File: config.mk
export PLATFORM = sky130hd
export DESIGN_NAME = unified_mem_arbiter
export DESIGN_NICKNAME = d
export VERILOG_FILES = /design/src/rtl/unified_mem_arbiter.sv
export SDC_FILE = /design/constraint.sdc
export NUM_CORES = 1
export LEC_CHECK = 0
export ABC_AREA = 0
export CORE_MARGIN = 3
export CORE_UTILIZATION = 25
export CTS_CLUSTER_SIZE = 12
export DETAILED_ROUTE_END_ITERATION = 12
export SYNTH_ARGS = -nofsm -noshare
export SYNTH_HDL_FRONTEND = slang
export SYNTH_SLANG_ARGS = --single-unit
File: constraint.sdc
create_clock -name clk_i -period 8 [get_ports clk_i]
set_input_delay 1.6 -clock clk_i [delete_from_list [all_inputs] [get_ports clk_i]]
set_output_delay 1.6 -clock clk_i [all_outputs]
set_load 0.01 [all_outputs]
File: src/rtl/unified_mem_arbiter.sv
// Shares one fixed-latency memory port between fetch and data requests; MEMARB_PERF_EN adds perf counters.
// LATENCY+2 cycles per access (arbitrate, BUSY, RESP); a request is held, with its stall high, until its valid pulse.
module unified_mem_arbiter #(
    parameter int LATENCY      = 2,
    parameter int STARVE_LIMIT = 4
) (
    input  logic        clk_i,
    input  logic        rst_i,
    input  logic        if_req_i,
    input  logic [31:0] if_addr_i,
    output logic [31:0] if_rdata_o,
    output logic        if_valid_o,
    output logic        if_stall_o,
    input  logic        dm_req_i,
    input  logic        dm_we_i,
    input  logic [31:0] dm_addr_i,
    input  logic [31:0] dm_wdata_i,
    output logic [31:0] dm_rdata_o,
    output logic        dm_valid_o,
    output logic        dm_stall_o,
    output logic        mem_en_o,
    output logic        mem_we_o,
    output logic [31:0] mem_addr_o,
    output logic [31:0] mem_wdata_o,
    input  logic [31:0] mem_rdata_i,
    output logic [31:0] conflict_cnt_o,
    output logic [31:0] starve_cnt_o
);
    typedef enum logic [1:0] {IDLE, BUSY, RESP} state_t;

    localparam logic [3:0] LAT_LAST  = LATENCY[3:0];
    localparam logic [3:0] STARVE_MX = STARVE_LIMIT[3:0];

    state_t      state, state_nxt;
    logic        owner_dm;
    logic        we_q;
    logic [3:0]  cnt;
    logic [3:0]  starve;
    logic [31:0] addr_q, wdata_q, if_rdata_q, dm_rdata_q;
    logic        both, forced_if, pick_dm, grant, last;

    assign both      = if_req_i & dm_req_i;
    assign forced_if = both && (starve == STARVE_MX);
    assign pick_dm   = dm_req_i & ~forced_if;
    assign grant     = (state == IDLE) && (if_req_i || dm_req_i);
    assign last      = (state == BUSY) && (cnt == LAT_LAST);

    always_ff @(posedge clk_i or posedge rst_i) begin
        if (rst_i) state <= IDLE;
        else       state <= state_nxt;
    end

    always_comb begin
        state_nxt = state;
        unique case (state)
            IDLE:    if (grant) state_nxt = BUSY;
            BUSY:    if (last)  state_nxt = RESP;
            RESP:    state_nxt = IDLE;
            default: state_nxt = IDLE;
        endcase
    end

    always_comb begin
        mem_en_o   = (state == BUSY);
        mem_we_o   = (state == BUSY) & we_q;
        if_valid_o = (state == RESP) & ~owner_dm;
        dm_valid_o = (state == RESP) & owner_dm;
    end

    // Starve only grows while a fetch is actually being held off by a data grant.
    always_ff @(posedge clk_i or posedge rst_i) begin
        if (rst_i) begin
            owner_dm   <= 1'b0;
            we_q       <= 1'b0;
            cnt        <= 4'd0;
            starve     <= 4'd0;
            addr_q     <= 32'd0;
            wdata_q    <= 32'd0;
            if_rdata_q <= 32'd0;
            dm_rdata_q <= 32'd0;
        end else begin
            if (grant) begin
                owner_dm <= pick_dm;
                we_q     <= pick_dm & dm_we_i;
                addr_q   <= pick_dm ? dm_addr_i : if_addr_i;
                wdata_q  <= pick_dm ? dm_wdata_i : 32'd0;
                cnt      <= 4'd1;
                if (pick_dm && if_req_i) starve <= starve + 4'd1;
                else                     starve <= 4'd0;
            end else if ((state == BUSY) && !last) begin
                cnt <= cnt + 4'd1;
            end
            if (last) begin
                if (owner_dm) dm_rdata_q <= mem_rdata_i;
                else          if_rdata_q <= mem_rdata_i;
            end
        end
    end

    assign mem_addr_o  = addr_q;
    assign mem_wdata_o = wdata_q;
    assign if_rdata_o  = if_rdata_q;
    assign dm_rdata_o  = dm_rdata_q;
    assign if_stall_o  = if_req_i & ~if_valid_o;
    assign dm_stall_o  = dm_req_i & ~dm_valid_o;

`ifdef MEMARB_PERF_EN
    logic [31:0] conflict_q, starve_evt_q;

    always_ff @(posedge clk_i or posedge rst_i) begin
        if (rst_i) begin
            conflict_q   <= 32'd0;
            starve_evt_q <= 32'd0;
        end else begin
            if ((state == IDLE) && both) conflict_q   <= conflict_q + 32'd1;
            if (grant && forced_if)      starve_evt_q <= starve_evt_q + 32'd1;
        end
    end

    assign conflict_cnt_o = conflict_q;
    assign starve_cnt_o   = starve_evt_q;
`else
    assign conflict_cnt_o = 32'd0;
    assign starve_cnt_o   = 32'd0;
`endif
endmodule

==> flow_metrics.tcl, run 1 <==
set metrics [dict create \
    status "finished, final reports clean" \
    cp_slowest_cell "clkdlybuf4s50_1" \
    critical_path_class "in2out" \
    reg2reg_to "mem_addr_o[27]" \
    leakagePower_uw 0.00439 \
    crit_chain "clkdlybuf4s50_1 > nor2b_1 > clkdlybuf4s50_1" \
    netlist_instances 582 \
    synth.distinct_cells 35 \
    r2r-start "starve[0]" \
    grt_max_degree 81 \
    busiest_layer "met2" \
    cts_root_buf "clkbuf_16" \
    critPathTopFamily "buffers and inverters" \
    rsz0062_at_grt "no" \
    vias 4898 \
    instances_no_fill 1182 \
    max_freq_mhz 214 \
    drtIter0Drc 224 \
    clock_latency_ns 0.42 \
    drive_above_1_share 0.129 \
    path_common_cell "clkdlybuf4s50_1" \
    ios 331 \
    clkTransAtPathRegs_ns 0.06 \
    start_kind "primary input" \
    viasPerCell 4.14 \
    place_inst 1150 \
    pwr_density_cell_mw_per_mm2 373 \
    yosysWarnings 0 \
    hold_path_class "reg2reg" \
    syn_to_final_growth_pct 50.7 \
    use_met3 0.0458 \
    start_util 0.256 \
    worst_r2r_path_depth 7 \
    grt_util_met2 0.222 \
    end_kind "output port" \
    io_buffers 266 \
    worst-path-buf-inv 2 \
    antenna_found_initial 1 \
    setup_tns_ns 0 \
    syn_avg_cell_area_um2 11.1 \
    postCtsSetupRepairBufs 0 \
    place_congestion 0.713 \
    core_mm2 0.0253 \
    skew_ns 0.0134 \
    grt-ovfl-total 0 \
    netlist_area_mm2 0.00645 \
    num_antenna_cells 0 \
    first_pass_iters 4 \
    dp_hpwl_um 12600 \
    cts_max_path_buffers 2 \
    die_area_mm2 0.0278 \
    cts_resized 0 \
    finalNetCount 976 \
    grt_pass1_vias 5015 \
    min_period_over_period 0.583 \
    grt_pass1_wl_um 28400 \
    synth-seq-cells 140 \
    arrival_ns 3.06 \
    cts_made_buffers 17 \
    max_slew.worst_pin.slew_ns 1.17 \
    cts_tree "yes" \
    drv_slew 0 \
    row_count 58 \
    ys_seq_area_frac 0.543 \
    track_usage 0.128 \
    die-height_um 167 \
    ir_worst_vdd_uv 167 \
    setup-violations-final 0 \
    grtUsageMet1 0.154 \
    max_cap_viol_count 0 \
    min_period_ns 4.66 \
    crit_path_start "if_req_i" \
    cp_data_required_time_ns 6.40 \
    drcViolationCount 0 \
    relSlewSlack 0.216 \
    slowest_delay_ns 0.69 \
    cts_sinks 140 \
    hold_violations 0 \
    holdBufCountCts 0 \
    path_depth 3 \
    die_x_um 167 \
    fin_util 0.385 \
    drt_wl_total_um 18200 \
    cts_max_level 4 \
    r2r_slack_ns 5.67 \
    worstPathMaxFanout 8 \
    wl_per_cell_um 15.4 \
    ant_nets 0 \
    crit_path_end "if_stall_o" \
]
-- routing by layer --
metal | part of all wire | vias to the layer above
li1 | - | 2325
met5 | 0.00039 | -
met4 | 0.0083 | 2
met2 | 0.50 | 201
met1 | 0.43 | 2361
met3 | 0.070 | 9
-- worst min-delay path by stage --
stage / startpoint / end / slack, ns / cells after the start
2_1_floorplan: we_q / we_q / 0.43 / 2
3_3_place_gp: mem_wdata_o[28] / mem_wdata_o[28] / 0.45 / 2
3_5_place_dp: mem_wdata_o[20] / mem_wdata_o[20] / 0.46 / 2
4_1_cts: mem_wdata_o[20] / mem_wdata_o[20] / 0.47 / 2
5_1_grt: mem_wdata_o[16] / mem_wdata_o[16] / 0.49 / 2
6_report: mem_wdata_o[20] / mem_wdata_o[20] / 0.46 / 2
-- worst min-delay path: stages (launching register included) --
cell	delay, ns
dfrtp_1	0.34
nand2_1	0.05
nand2_1	0.05
-- through the flow --
| step | setup slack [ns] | total power (uW) | area [um2] | hold slack [ns] |
|---|---|---|---|---|
| floorplan | 2.65 | 2040 | 6690 | 0.430 |
| global placement | 3.34 | 2840 | 9150 | 0.449 |
| detailed placement | 3.34 | 2870 | 9150 | 0.455 |
| CTS | 3.34 | 3690 | 9720 | 0.469 |
| global route | 3.27 | 3860 | 9720 | 0.488 |
| finish | 3.34 | 3620 | 9720 | 0.463 |
-- state kept, by name, indices dropped and copies added (netlist names) --
signal / count
state: 2
cnt: 4
starve: 4
dm_rdata_o: 32
owner_dm: 1
we_q: 1
mem_wdata_o: 32
mem_addr_o: 32
if_rdata_o: 32
-- Yosys cell counts (all sizes together) --
library cell / count / area, um2
a32o: 2 / 20.0
buf: 86 / 638
and3b: 1 / 8.76
xnor2: 1 / 8.76
nand2b: 4 / 40.0
nand4b: 2 / 17.5
nor3: 1 / 16.3
nor4: 1 / 21.3
or2: 1 / 6.26
conb: 1 / 3.75
inv: 6 / 22.5
a21oi: 64 / 320
nand3: 34 / 170
nor2b: 2 / 12.5
clkbuf: 11 / 41.3
ha: 4 / 50.1
nor3b: 1 / 7.51
o21ai: 6 / 33.8
nand2: 105 / 397
mux2: 64 / 908
o21a: 2 / 15.0
nand4: 3 / 18.8
xor2: 1 / 8.76
mux2i: 2 / 20.0
dfrtp: 140 / 3500
nor2: 35 / 131
and2: 2 / 12.5
-- report_power, final --
| group | switching [uW] | total [uW] | internal (uW) | leakage [uW] |
|---|---|---|---|---|
| registers | 197 | 1230 | 1040 | 0.00169 |
| clock network | 348 | 789 | 441 | 0.000275 |
| logic | 673 | 1600 | 929 | 0.00242 |
-- placed cells by master (no fill, tap or decap), drive strengths merged --
cell type,instances
a21oi,64
bufinv,1
nor2b,2
o21a,2
mux2,64
nand2b,4
mux2i,2
nor3b,1
nor4,1
xnor2,1
clkinvlp,3
nor3,1
nand4,3
and3b,1
nand2,105
and2,2
nor2,35
o21ai,6
a32o,2
clkbuf,18
buf,6
clkdlybuf4s50,266
conb,64
ha,4
nand3,34
clkinv,1
nand4b,2
or2,1
dfrtp,140
xor2,1
inv,15
-- final cells by class --
cell class | instances | area, um2
fill | 2529 | 15500
sequential | 140 | 3500
timing repair buffer | 272 | 2710
multi-input combinational | 402 | 2490
clock buffer | 18 | 429
tap | 330 | 413
clock inverter | 14 | 148
inverter | 6 | 27.5
-- cell families after synthesis --
group / Yosys count / share of synthesized area
other: 1 / 0.000581
flip-flops: 140 / 0.543
AO/OA/AOI/OAI: 74 / 0.0603
XOR/XNOR: 2 / 0.00271
AND/OR/NAND/NOR: 192 / 0.133
adder cells (fa/ha/maj): 4 / 0.00776
multiplexers: 66 / 0.144
buffers and inverters: 103 / 0.109
No activity file was read; power rests on OpenSTA's default activity.
==> run 2, diff against run 1 <==
==> constraint.sdc (replaced) <==
create_clock -name clk_i -period 4.8 [get_ports clk_i]
set_input_delay 0.96 -clock clk_i [delete_from_list [all_inputs] [get_ports clk_i]]
set_output_delay 0.96 -clock clk_i [all_outputs]
set_load 0.01 [all_outputs]
==> flow_metrics.tcl, run 2 (synthesis gave the netlist of run 1 again) <==
set metrics [dict create \
    track_usage 0.130 \
    setup-violations-final 0 \
    cts_max_level 4 \
    fin_util 0.386 \
    num_antenna_cells 0 \
    holdBufCountCts 0 \
    die_area_mm2 0.0278 \
    postCtsSetupRepairBufs 0 \
    layout_common_cells "266 x clkdlybuf4s50_1, 140 x dfrtp_1, 104 x nand2_1, 64 x a21oi_1, 64 x conb_1" \
    grt_pass1_vias 5041 \
    seq_area_mm2 0.00350 \
    arrival_ns 2.40 \
    ant_nets 0 \
    max_cap_viol_count 0 \
    worst_slack_ns 1.44 \
    clkTransAtPathRegs_ns 0.07 \
    row_count 58 \
    place_congestion 0.735 \
    io_buffers 266 \
    antenna_found_initial 1 \
    grt-ovfl-total 0 \
    grt_max_degree 85 \
    min_period_over_period 0.700 \
    viasPerCell 4.16 \
    cts_sinks 140 \
    vias 4929 \
    pwr_density_cell_mw_per_mm2 618 \
    drtIter0Drc 267 \
    hold_violations 0 \
    max_freq_mhz 298 \
    ir_worst_vdd_uv 246 \
    leakagePower_uw 0.00441 \
    cp_data_required_time_ns 3.84 \
    rsz0062_at_grt "no" \
    cts_tree "yes" \
    cts_root_buf "clkbuf_16" \
    wl_per_cell_um 15.3 \
    clock_latency_ns 0.42 \
    drive_above_1_share 0.131 \
    relSlewSlack 0.223 \
    setup_tns_ns 0 \
    holdPathStages 2 \
    drv_slew 0 \
    syn_to_final_growth_pct 51.0 \
    multi_input_area_mm2 0.00249 \
    start_kind "primary input" \
    finalNetCount 978 \
    first_pass_iters 5 \
    cts_made_buffers 17 \
    drcViolationCount 0 \
    place_ws_ns 1.43 \
    skew_ns 0.0138 \
    worst_r2r_path_depth 6 \
    critical_path_class "in2out" \
    die-height_um 167 \
    die_x_um 167 \
    hold_path_class "reg2reg" \
    drt_wl_total_um 18100 \
    status "finished, final reports clean" \
    min_period_ns 3.36 \
    dp_hpwl_um 12700 \
    grt_pass1_wl_um 28900 \
    ios 331 \
    end_kind "output port" \
    worstPathMaxFanout 8 \
    cts_max_path_buffers 2 \
    place_inst 1152 \
    instances_no_fill 1184 \
    cts_resized 0 \
    start_util 0.256 \
    core_mm2 0.0253 \
    final_common_cell "clkdlybuf4s50_1" \
    max_slew.worst_pin.slew_ns 1.16 \
    num-fill-cells 2473 \
]
[run 2: changes by cell type in the layout (fill, tap and decap cells not counted)]
cell / before / now
buf_4: 6 / 7
buf_12: 0 / 1
bufinv_16: 1 / 0
clkinv_4: 1 / 2
clkinvlp_4: 3 / 1
inv_6: 7 / 5
clkinv_8: 0 / 1
inv_8: 3 / 6
[run 2: critical path, stage by stage]
cell and delay, ns:
clkdlybuf4s50_1 0.69, nor2b_1 0.18, clkdlybuf4s50_1 0.56
[run 2: path summary, 6_finish.rpt]
check                      slack (ns)             from               to
max                              1.44         if_req_i       if_stall_o
min                              0.46  mem_wdata_o[25]  mem_wdata_o[25]
max reg2reg                      2.23           cnt[0]   if_rdata_o[30]
min reg2reg                      0.46  mem_wdata_o[25]  mem_wdata_o[25]
max in group asynchronous        2.95            rst_i  mem_wdata_o[18]
min in group asynchronous        0.97            rst_i   dm_rdata_o[25]
[run 2: metrics by stage]
step | area [um2] | total power, uW | hold slack (ns)
3_5_place_dp | 9170 | 4780 | 0.455
4_1_cts | 9750 | 6130 | 0.470
2_1_floorplan | 6690 | 3400 | 0.430
6_report | 9750 | 6030 | 0.465
3_3_place_gp | 9170 | 4750 | 0.450
5_1_grt | 9750 | 6420 | 0.488
[run 2: routing by layer]
metal  vias to the layer above  part of all wire  GRT usage
li1                       2328                 -          -
met1                      2373              0.43      0.160
met2                       217              0.49      0.221
met3                         9             0.073     0.0432
met4                         2            0.0095     0.0308
met5                         -           0.00094          0
[run 2: where the power goes]
group	total, uW	internal, uW	switching, uW
clock network	1300	696	606
logic	2670	1550	1120
registers	2050	1730	323
[run 2: area by class of cell]
class,count,share of cell area
Sequential cell,140,0.359
Timing Repair Buffer,274,0.281
Multi-Input combinational cell,402,0.256
Clock buffer,18,0.0440
Tap cell,330,0.0424
Clock inverter,14,0.0148
Inverter,6,0.00282
